[src/rtl/homography_arbiter.sv]
// homography_arbiter: shares one homography/CCD lookup engine between two
// pixel-stream requesters (A and B). Queries are granted round-robin, each
// grant pushes a one-bit owner tag, and the in-order engine responses are
// routed back to their issuer by popping that tag.
module homography_arbiter #(
  parameter int DEPTH = 4,
  parameter int AW    = 2
) (
  input  logic          clk_25,
  input  logic          rst_n,
  input  logic          a_valid,
  input  logic [9:0]    a_x,
  input  logic [9:0]    a_y,
  output logic          a_ack,
  output logic          a_rvalid,
  output logic [35:0]   a_rdata,
  input  logic          b_valid,
  input  logic [9:0]    b_x,
  input  logic [9:0]    b_y,
  output logic          b_ack,
  output logic          b_rvalid,
  output logic [35:0]   b_rdata,
  output logic          eng_start,
  output logic [9:0]    eng_x,
  output logic [9:0]    eng_y,
  input  logic          eng_ready,
  input  logic [35:0]   eng_rdata,
  output logic [AW:0]   outstanding,
  output logic          err
);

  typedef enum logic {
    PRIO_A = 1'b0,
    PRIO_B = 1'b1
  } prio_e;

  localparam logic [AW:0]   FULL_CNT = (AW + 1)'(DEPTH);
  localparam logic [AW:0]   CNT_ONE  = (AW + 1)'(1);
  localparam logic [AW-1:0] PTR_ONE  = AW'(1);

  prio_e         prio_q, prio_d;
  logic          a_ack_q, a_ack_d;
  logic          b_ack_q, b_ack_d;
  logic          eng_start_q, eng_start_d;
  logic [9:0]    eng_x_q, eng_x_d;
  logic [9:0]    eng_y_q, eng_y_d;
  logic          a_rvalid_q, a_rvalid_d;
  logic          b_rvalid_q, b_rvalid_d;
  logic [35:0]   a_rdata_q, a_rdata_d;
  logic [35:0]   b_rdata_q, b_rdata_d;
  logic [AW:0]   outstanding_q, outstanding_d;
  logic          err_q, err_d;
  logic [AW-1:0] wr_ptr_q, wr_ptr_d;
  logic [AW-1:0] rd_ptr_q, rd_ptr_d;
  logic          tag_mem_q [DEPTH];
  logic          tag_mem_d [DEPTH];

  logic          a_elig;
  logic          b_elig;
  logic          fifo_full;
  logic          fifo_empty;
  logic          grant;
  logic          pick_b;
  logic          pop;
  logic          head_tag;

  // Eligibility and grant decision; a requester acked this cycle is skipped so its accepted query is not granted twice
  always_comb begin
    a_elig     = a_valid & ~a_ack_q;
    b_elig     = b_valid & ~b_ack_q;
    fifo_full  = (outstanding_q == FULL_CNT);
    fifo_empty = (outstanding_q == '0);
    grant      = ~fifo_full & (a_elig | b_elig);
    pick_b     = b_elig & (~a_elig | (prio_q == PRIO_B));
    pop        = eng_ready & ~fifo_empty;
    head_tag   = tag_mem_q[rd_ptr_q];
  end

  // Grant side: engine start, winner ack, coordinate capture and priority hand-over
  always_comb begin
    a_ack_d     = 1'b0;
    b_ack_d     = 1'b0;
    eng_start_d = 1'b0;
    eng_x_d     = eng_x_q;
    eng_y_d     = eng_y_q;
    prio_d      = prio_q;
    if (grant) begin
      eng_start_d = 1'b1;
      if (pick_b) begin
        b_ack_d = 1'b1;
        eng_x_d = b_x;
        eng_y_d = b_y;
        prio_d  = PRIO_A;
      end else begin
        a_ack_d = 1'b1;
        eng_x_d = a_x;
        eng_y_d = a_y;
        prio_d  = PRIO_B;
      end
    end
  end

  // Tag FIFO push/pop and in-flight counter; simultaneous push and pop leave the count unchanged
  always_comb begin
    tag_mem_d     = tag_mem_q;
    wr_ptr_d      = wr_ptr_q;
    rd_ptr_d      = rd_ptr_q;
    outstanding_d = outstanding_q;
    if (grant) begin
      tag_mem_d[wr_ptr_q] = pick_b;
      wr_ptr_d            = wr_ptr_q + PTR_ONE;
    end
    if (pop) begin
      rd_ptr_d = rd_ptr_q + PTR_ONE;
    end
    if (grant && !pop) begin
      outstanding_d = outstanding_q + CNT_ONE;
    end else if (!grant && pop) begin
      outstanding_d = outstanding_q - CNT_ONE;
    end
  end

  // Response routing by head tag; a response with nothing in flight is dropped and latches the error flag
  always_comb begin
    a_rvalid_d = 1'b0;
    b_rvalid_d = 1'b0;
    a_rdata_d  = a_rdata_q;
    b_rdata_d  = b_rdata_q;
    err_d      = err_q;
    if (pop) begin
      if (head_tag) begin
        b_rvalid_d = 1'b1;
        b_rdata_d  = eng_rdata;
      end else begin
        a_rvalid_d = 1'b1;
        a_rdata_d  = eng_rdata;
      end
    end
    if (eng_ready && fifo_empty) begin
      err_d = 1'b1;
    end
  end

  // State registers; reset discards in-flight queries and returns priority to A
  always_ff @(posedge clk_25 or negedge rst_n) begin
    if (!rst_n) begin
      prio_q        <= PRIO_A;
      a_ack_q       <= 1'b0;
      b_ack_q       <= 1'b0;
      eng_start_q   <= 1'b0;
      eng_x_q       <= '0;
      eng_y_q       <= '0;
      a_rvalid_q    <= 1'b0;
      b_rvalid_q    <= 1'b0;
      a_rdata_q     <= '0;
      b_rdata_q     <= '0;
      outstanding_q <= '0;
      err_q         <= 1'b0;
      wr_ptr_q      <= '0;
      rd_ptr_q      <= '0;
      for (int i = 0; i < DEPTH; i++) begin
        tag_mem_q[i] <= 1'b0;
      end
    end else begin
      prio_q        <= prio_d;
      a_ack_q       <= a_ack_d;
      b_ack_q       <= b_ack_d;
      eng_start_q   <= eng_start_d;
      eng_x_q       <= eng_x_d;
      eng_y_q       <= eng_y_d;
      a_rvalid_q    <= a_rvalid_d;
      b_rvalid_q    <= b_rvalid_d;
      a_rdata_q     <= a_rdata_d;
      b_rdata_q     <= b_rdata_d;
      outstanding_q <= outstanding_d;
      err_q         <= err_d;
      wr_ptr_q      <= wr_ptr_d;
      rd_ptr_q      <= rd_ptr_d;
      tag_mem_q     <= tag_mem_d;
    end
  end

  assign a_ack       = a_ack_q;
  assign b_ack       = b_ack_q;
  assign eng_start   = eng_start_q;
  assign eng_x       = eng_x_q;
  assign eng_y       = eng_y_q;
  assign a_rvalid    = a_rvalid_q;
  assign b_rvalid    = b_rvalid_q;
  assign a_rdata     = a_rdata_q;
  assign b_rdata     = b_rdata_q;
  assign outstanding = outstanding_q;
  assign err         = err_q;

endmodule

[config.mk]
export PLATFORM = sky130hd
export DESIGN_NAME = homography_arbiter
export DESIGN_NICKNAME = d
export VERILOG_FILES = /design/src/rtl/homography_arbiter.sv
export SDC_FILE = /design/constraint.sdc
export NUM_CORES = 1
export LEC_CHECK = 0
export CORE_MARGIN = 10
export CORE_UTILIZATION = 30
export CTS_BUF_LIST = sky130_fd_sc_hd__clkbuf_2 sky130_fd_sc_hd__clkbuf_4 sky130_fd_sc_hd__clkbuf_8
export DETAILED_ROUTE_END_ITERATION = 8
export SYNTH_ARGS = -nofsm -noshare
export SYNTH_HDL_FRONTEND = slang
export SYNTH_SLANG_ARGS = --single-unit
[constraint.sdc]
create_clock -name clk_25 -period 2.6 [get_ports clk_25]
set_input_delay 0.26 -clock clk_25 [delete_from_list [all_inputs] [get_ports clk_25]]
set_output_delay 0.26 -clock clk_25 [all_outputs]
set_load 0.02 [all_outputs]
==> run summary <==
Post-Syn Area per Cell = 14.3 sq um
Final hold vios = 0
CTS max path bufs = 2
Pre-CTS setup slack = 339 ps
WS Path Type = reg2reg
IO Pins = 182
Flops & latches, synth = 110
Layout cell share with drive strength beyond 1 = 0.208
Chip height = 145 microns
Fin crit period = 2180 ps
Clk sinks = 110
Worst-Margin Slew = 670 ps
GPL Wtd Cong = 0.725
Mapped Nets = 413
Via/cell ratio = 4.48
Max Clock Skew = 12.7 ps
Type of origin of the critical path = flop
Final worst-path cycle share = 0.838
GR Overflow Total = 0
Timing-limited maximum frequency = 0.459 GHz
Final wirelength = 12700 microns
Largest net degree at the start of global routing = 62
Slew Viols, Final = 0
Post-synthesis instance total = 326
Synthesis-to-layout area growth = 47.5%
Post-CTS setup buffers = 0
Vias after detailed routing = 3255
First-pass GRT wire length = 19600 microns
H-tree Lvls = 3
Crit. End Element = flop
Drt first-iter violations = 110
HPWL after DPL = 9410 microns
Cells along the critical path = o31a_1, inv_1, ha_1, inv_1, fa_1, xor2_1, nor2_1, xor2_1
Worst relative slew slack = 0.553
Ys Warns = 0
CP required = 2920 ps
Worst EP arrival = 2490 ps
Num CTS Buffers = 9
DRT antenna net count = 0
Endpoints failing setup = 0
Leakage = 3.01 nW
Root buf cell = clkbuf_8
Antenna violations before repair = 1
Initial core utilization = 0.306
Core area = 15300 sq um
RSZ-0062 raised after global routing = false
Worst path max stage delay = 440 ps
# rows = 45
Setup tns final = 0 ps
I/O Buffers = 181
Status = completed
Leading cell types in the layout, fill and taps excluded = clkdlybuf4s50_1, dfrtp_1, mux2_2
Fin worst setup slack = 422 ps
Drt first pass iters = 3
Distinct cells, synth = 32
Inserted Diodes = 0
Register area share after synthesis = 0.589
Vias in the first global route = 3528
P per Cell Area = 1330 nW/um^2
Post_cts resized = 0
Syn Std Cell Area = 4670 sq um
Worst-skew pair later-pin latency = 380 ps
Total track usage = 0.119
CTS Hold Bufs = 1
Area of the die = 21000 sq um
WL per Instance = 17.5 microns
MaxCap Viol Count = 0
DR DRC count = 0
Type of the most critical hold path = in2reg
Crit Path Max Fanout = 5
Commonest non-fill, non-tap cell in the layout = clkdlybuf4s50_1
VDD IR-drop max = 422 uV
Worst-path clk slew = 110 ps
Die Span X = 145 microns
CTS tree = done
Nets = 597
Slowest CP cell = dfrtp_1
## flip-flops by register name, summed over array words and instances, names as in the netlist, 2 cells and up
| signal | count |
|---|---|
| eng_x | 10 |
| rd_ptr_q | 2 |
| a_rdata | 36 |
| outstanding | 3 |
| wr_ptr_q | 2 |
| tag_mem_q | 4 |
| b_rdata | 36 |
| eng_y | 10 |
## final timing paths
kind / start / endpoint / slack [ps] / cells past startpoint
max: outstanding[2] / outstanding[2] / 420 / 8
min: b_y[9] / eng_y[9] / 450 / 3
max reg2reg: outstanding[2] / outstanding[2] / 420 / 8
min reg2reg: err / err / 480 / 1
max in group asynchronous: rst_n / eng_x[5] / 1350 / 3
min in group asynchronous: rst_n / a_rdata[5] / 470 / 2
## cell type report
cell class              count  area, sq um
fillers                  1379         8360
flip-flops and latches    110         2750
repair buffers            191         1920
multi-input cells         152         1610
well taps                 211          264
inverters                  46          173
clock buffers              10          131
clock inverters             6         43.8
## cells by family (layout without fill, tap and decap cells)
| family | Yosys count | in the layout | share of synthesized area |
|---|---|---|---|
| mux | 79 | 79 | 0.216 |
| flops | 110 | 110 | 0.589 |
| simple gates | 33 | 33 | 0.0479 |
| compound gates | 28 | 28 | 0.0506 |
| buf+inv | 64 | 253 | 0.0677 |
| xor+xnor | 6 | 6 | 0.0112 |
| fa+ha+maj | 6 | 6 | 0.0177 |
## synth_stat cells (all sizes together)
library cell,count,area [sq um]
xor2,2,17.5
nor2b,2,12.5
mux2,78,987
nand4,20,125
o211ai,4,30.0
o21a,2,15.0
nand3b,1,7.51
o221ai,20,175
a21o,1,7.51
nor2,2,23.8
xnor2,4,35.0
ha,5,62.6
nand3,1,5.00
o31a,1,8.76
nor3,1,5.00
fa,1,20.0
inv,46,173
dfrtp,110,2750
and3,1,6.26
buf,10,114
and2,1,6.26
or3b,2,17.5
clkbuf,8,30.0
mux4,1,22.5
nand2,2,15.0
## worst max-delay path: cells and delay by family (launching register included)
kind / cells / cell delay [ps]
xor gates and xnor gates: 2 / 300
and+or+nand+nor: 1 / 110
adders and majority gates: 2 / 600
buffers and inverters: 2 / 270
AOI/OAI and AO/OA: 1 / 370
DFF: 1 / 440
## metal layers
layer  up-vias  track usage  part of all wire
li1       1507            -                 -
met2       128        0.175              0.43
met5         -            0            0.0013
met1      1607        0.148              0.42
met4         2       0.0335            0.0083
met3        11       0.0655              0.13
## where the power goes
group	switching [mW]	total (mW)	internal, mW
clock	0.606	0.971	0.365
sequential	0.511	3.09	2.58
combinational	2.40	5.10	2.71
## through the flow
step	hold WS (ps)	instances	instance area (sq um)	power [mW]	utilization
2_1_floorplan	-35.6	326	4670	6.06	-
3_3_place_gp	342	709	6710	8.25	0.440
3_5_place_dp	351	709	6710	8.32	0.440
4_1_cts	425	726	6900	9.33	0.452
5_1_grt	430	726	6900	9.74	0.452
6_report	447	726	6900	9.17	0.452
Power figures use the tool's default switching activity.
==> RTL change 1 (config.mk and constraints unchanged) <==
Change the parameter `DEPTH` from 4 to 2.
--- a/src/rtl/homography_arbiter.sv
+++ b/src/rtl/homography_arbiter.sv
@@ -3,7 +3,7 @@
 // grant pushes a one-bit owner tag, and the in-order engine responses are
 // routed back to their issuer by popping that tag.
 module homography_arbiter #(
-  parameter int DEPTH = 4,
+  parameter int DEPTH = 2,
   parameter int AW    = 2
 ) (
   input  logic          clk_25,
Check against the original RTL: not equivalent (a bounded check fails within 4 cycles, from zero or initial values and one cycle with rst_n low).
==> RTL change 1 against the original RTL <==
- area after synthesis shrank 5.6%
- count of clock-buffer cells in the layout is the same
- critical path type unchanged
- final area is 4.5% lower
- power is 3.9% lower
- highest routed layer is now met4
- clock skew grew 0.0023 ns
- sequential cell count is 3 lower
- via count shrank 7.1%
- critical path depth unchanged
- sequential power shrank 2%
- setup slack improved by 0.17 ns
- wire length is 9.8% lower
- largest power group unchanged
- first-iteration DRC count is 0.91% higher
==> RTL change 1: results (changes against the original RTL) <==
* Critical Path Fanout Max at 5 (unchanged)
* Via count at 3024 (-7.1%)
* WHS at 0.417 ns (-0.0300 ns)
* Share of layout cells above drive strength 1 at 21.1% (+0.34 points)
* FF-to-FF Start: outstanding[1]
* Slew at the pin closest to its max-slew limit at 0.543 ns (-0.127 ns)
* Register area at 2680 um^2 (-2.7%)
* CTS Buf Count at 9 (unchanged)
* Post-synthesis sequential area ratio at 60.7% (+1.8 points)
* Max Clock Skew at 0.0150 ns (+0.00226 ns)
* Crit share post-route at 77.0% (-6.7 points)
* Die area at 20000 um^2 (-4.8%)
* Placed Cells at 669 (-5.6%)
* Register share of total power at 34.4% (+0.6 points)
* Worst Hold Class: input port to asynchronous set/reset pin
* Routed WL at 11500 um (-9.8%)
* Non-clock inverter count in the final layout at 4 (-91%)
* Comb_multi_in at 186 (+22%)
* Dpl ws at 0.467 ns (+0.127 ns)
* Gr usage total at 11.5% (-0.41 points)
* Cell leakage power at 2.82 nW (-6.6%)
* Mapped Cells at 313 (-4.0%)
* Ranking of synthesized cells by area: dfrtp_1, mux2_2, mux2_4
* Yosys reg bits at 107 (-2.7%)
* CP required at 2.91 ns (about the same)
* Pwr dens at 1340 nW/um^2 (+0.58%)
* Critical path's slowest cell: dfrtp_1
* Mapped Nets at 398 (-3.6%)
* CP startpoint: outstanding[1]
* Critical path's largest stage delay at 0.46 ns (+0.02 ns)
* Power share of the clock group at 10.4% (-0.2 points)
* DP HPWL at 8860 um (-5.8%)
* Global-route wire length before repair at 18300 um (-6.7%)
* Layout Nets at 582 (-2.5%)
* Buffering overhead at 29.0% (+1.1 points)
* VDD IR max at 0.557 mV (+32%)
* Initial antenna violation count at 0 (-1)
* Switch share at 37.9% (-0.41 points)
* RD Place Congestion at 0.780 (+7.6%)
* Commonest cells post-synth: dfrtp_1, mux2_2, nand2_1
* Signal buffers at 189 (-1.0%)
* Nature of the critical path endpoint: flop
* TritonRoute pass-1 iters at 4 (+1)
* Post-place instance area at 6400 um^2 (-4.6%)
* Vias in the first global route at 3311 (-6.2%)
* Multi-input combinational area share at 24.0% (+0.70 points)
* Clock-cell share at 2.62% (+0.082 points)
* DR iter-0 viols at 111 (+0.91%)
* Number of library cell types mapped by synthesis at 27 (-16%)
* Largest net degree at the start of global routing at 68 (+9.7%)
* Seq/total area at 40.7% (+0.74 points)
* Status: complete, no violations
* Non-Filler Instances at 686 (-5.5%)
* R2r setup slk at 0.60 ns (+0.17 ns)
* Fill count at 1315 (-4.6%)
## RTL change 1: changes by cell type in the layout (fill, tap and decap cells not counted), sizes merged, moves of 20 or more
cell	delta
inv	-43
nand4	-20
nand2	+41
nor2	+23
a31oi	+20
o221ai	-20
## RTL change 1: logic make-up after synthesis
logic type | share of synthesized area [%]
flip-flops | 60.7
multiplexers | 22.1
AND/OR/NAND/NOR | 7.71
AO/OA/AOI/OAI | 3.60
buffers and inverters | 3.63
XOR/XNOR | 0.992
adder cells (fa/ha/maj) | 1.30
## RTL change 1: worst max-delay path, delay by kind of cell (launching register included)
family        cells  cell delay, ns
fa+ha+maj         2            0.56
simple gates      3            0.55
flops             1            0.46
xor+xnor          2            0.30
buf+inv           1            0.06
## RTL change 1: per-layer routing
metal / global-route usage [%] / wire length, um / up-vias
li1: - / - / 1430
met1: 13.4 / 4770 / 1455
met2: 17.1 / 5090 / 127
met3: 6.44 / 1410 / 12
met4: 4.73 / 181 / 0
met5: 0 / 0 / -
==> RTL change 2 (same settings) <==
Without the edit above. Reset style: synchronous (`rst_n`), changed in one clocked block.
--- a/src/rtl/homography_arbiter.sv
+++ b/src/rtl/homography_arbiter.sv
@@ -142,7 +142,7 @@
   end
 
   // State registers; reset discards in-flight queries and returns priority to A
-  always_ff @(posedge clk_25 or negedge rst_n) begin
+  always_ff @(posedge clk_25) begin
     if (!rst_n) begin
       prio_q        <= PRIO_A;
       a_ack_q       <= 1'b0;
Check against the original RTL: differs if rst_n is asserted again (counterexample within 4 cycles, from zero or initial values and one cycle with rst_n low); with rst_n held inactive, the same outputs for 4 cycles.
==> RTL change 2 against the original RTL <==
- area after synthesis is 9.3% lower
- highest routed layer is now met4
- setup slack better by 0.029 ns
- synthesized cell count is 38% higher
- worst hold slack worse by 0.078 ns
- largest cell class unchanged
- sequential cell count stayed put
- global-route usage is 0.45 points higher
- critical path depth stayed put
- final area is 7.3% lower
- wire length is 1.7% lower
Power is not compared: it rests on default switching activity, and its combinational part moved more than twofold at a synthesized area within 25%.
==> RTL change 2: results (changes against the original RTL) <==
* Worst Hold Endpoint: a_rvalid
* WHS at 0.369 ns (-0.0776 ns)
* CP top delay family: compound AO/OA/AOI/OAI gates
* Commonest cells post-synth: dfxtp_1, nand3_1, o21ai_0
* Slew HR at 66.0% (+11 points)
* Routed WL at 12500 um (-1.7%)
* Number of library cell types mapped by synthesis at 33 (+3.1%)
* Critical Path Fanout Max at 7 (+2)
* Ys async rst share at 0% (-100 points)
* Share of layout cells above drive strength 1 at 9.27% (-12 points)
* Global-route wire length before repair at 19800 um (+0.85%)
* TritonRoute pass-1 iters at 4 (+1)
* Htree depth at 3 (unchanged)
* Initial antenna violation count at 0 (-1)
* Via count at 3698 (+14%)
* Post-place instance area at 6170 um^2 (-8.0%)
* Mapped Nets at 536 (+30%)
* Dpl ws at 0.0999 ns (-0.240 ns)
* DR iter-0 viols at 161 (+46%)
* R2R Path End: outstanding[2]
* Gr usage total at 12.4% (+0.45 points)
* Ys flop type: dfxtp_1
* Critical path's largest stage delay at 0.42 ns (-0.02 ns)
* RD Place Congestion at 0.742 (+2.4%)
* Layout Nets at 697 (+17%)
* Hold Startpoint: rst_n
* Largest net degree at the start of global routing at 55 (-11%)
* Ranking of synthesized cells by area: dfxtp_1, nand3_1, o21ai_0
* FF-to-FF Start: outstanding[0]
* DP HPWL at 9450 um (+0.50%)
* Status: complete, no violations
* R2r setup slk at 0.45 ns (+0.03 ns)
* Reg clk slew, reported paths at 0.10 ns
* Max Clock Skew at 0.0105 ns (-0.00222 ns)
RTL change 2: changes by cell type in the layout (fill, tap and decap cells not counted), sizes merged, moves of 22 or more:
cell   before  now
nand2       2   40
mux2i       0   22
mux2       78    0
dfrtp     110    0
dfxtp       0  110
inv        48    5
nand3       1   72
o21ai       0   93
RTL change 2: worst register-to-register path, cell delays in order (launching register included):
cell and delay (ns):
dfxtp_2 0.37, o31a_2 0.42, inv_1 0.09, ha_1 0.17, inv_1 0.06, fa_1 0.37
xor2_1 0.16, or3_1 0.30, a21boi_0 0.15
RTL change 2: power breakdown:
part	total, mW	leakage, nW	switching (mW)	internal [mW]
registers	2.15	0.900	0.170	1.98
logic	1.96	1.36	1.07	0.889
clock network	1.10	0.105	0.575	0.526
total	5.20	2.36	1.81	3.39
RTL change 2: worst max-delay path by stage:
stage                    from             end  slack [ns]
2_1_floorplan           b_ack  outstanding[2]        0.04
3_3_place_gp          a_valid  outstanding[2]        0.12
3_5_place_dp          a_valid  outstanding[2]         0.1
4_1_cts        outstanding[0]  outstanding[2]        0.43
5_1_grt        outstanding[0]  outstanding[2]        0.36
6_report       outstanding[0]  outstanding[2]        0.45
RTL change 2: cell families (layout without fill, tap and decap cells):
| kind of cell | count (synthesis) | in the layout | share of synthesized area [%] |
|---|---|---|---|
| buf+inv | 44 | 210 | 5.78 |
| flops | 110 | 110 | 51.9 |
| compound gates | 127 | 127 | 18.2 |
| simple gates | 134 | 134 | 15.4 |
| fa+ha+maj | 6 | 6 | 1.95 |
| mux | 23 | 23 | 5.73 |
| xor+xnor | 5 | 5 | 1.03 |
RTL change 2: cell type report:
type | instances | area, um^2
tap | 180 | 225
sequential | 110 | 2200
inverter | 5 | 18.8
clock buffer | 12 | 165
multi-input combinational | 295 | 1810
fill | 1382 | 7490
clock inverter | 4 | 53.8
timing repair buffer | 189 | 1920
RTL change 2: routing by layer:
layer	up-vias	global-route usage (%)	part of all wire, %	routed length (um)
met1	1667	14.3	44	5520
met2	137	19.1	44	5490
met4	0	4.78	1.2	156
met3	12	6.34	11	1330
li1	1882	-	-	-
met5	-	0	0	0
RTL change 2: stage by stage:
stage	cells	total power, mW
6_report	795	5.20
3_3_place_gp	779	4.13
3_5_place_dp	779	4.17
2_1_floorplan	449	3.38
4_1_cts	795	5.30
5_1_grt	795	5.54
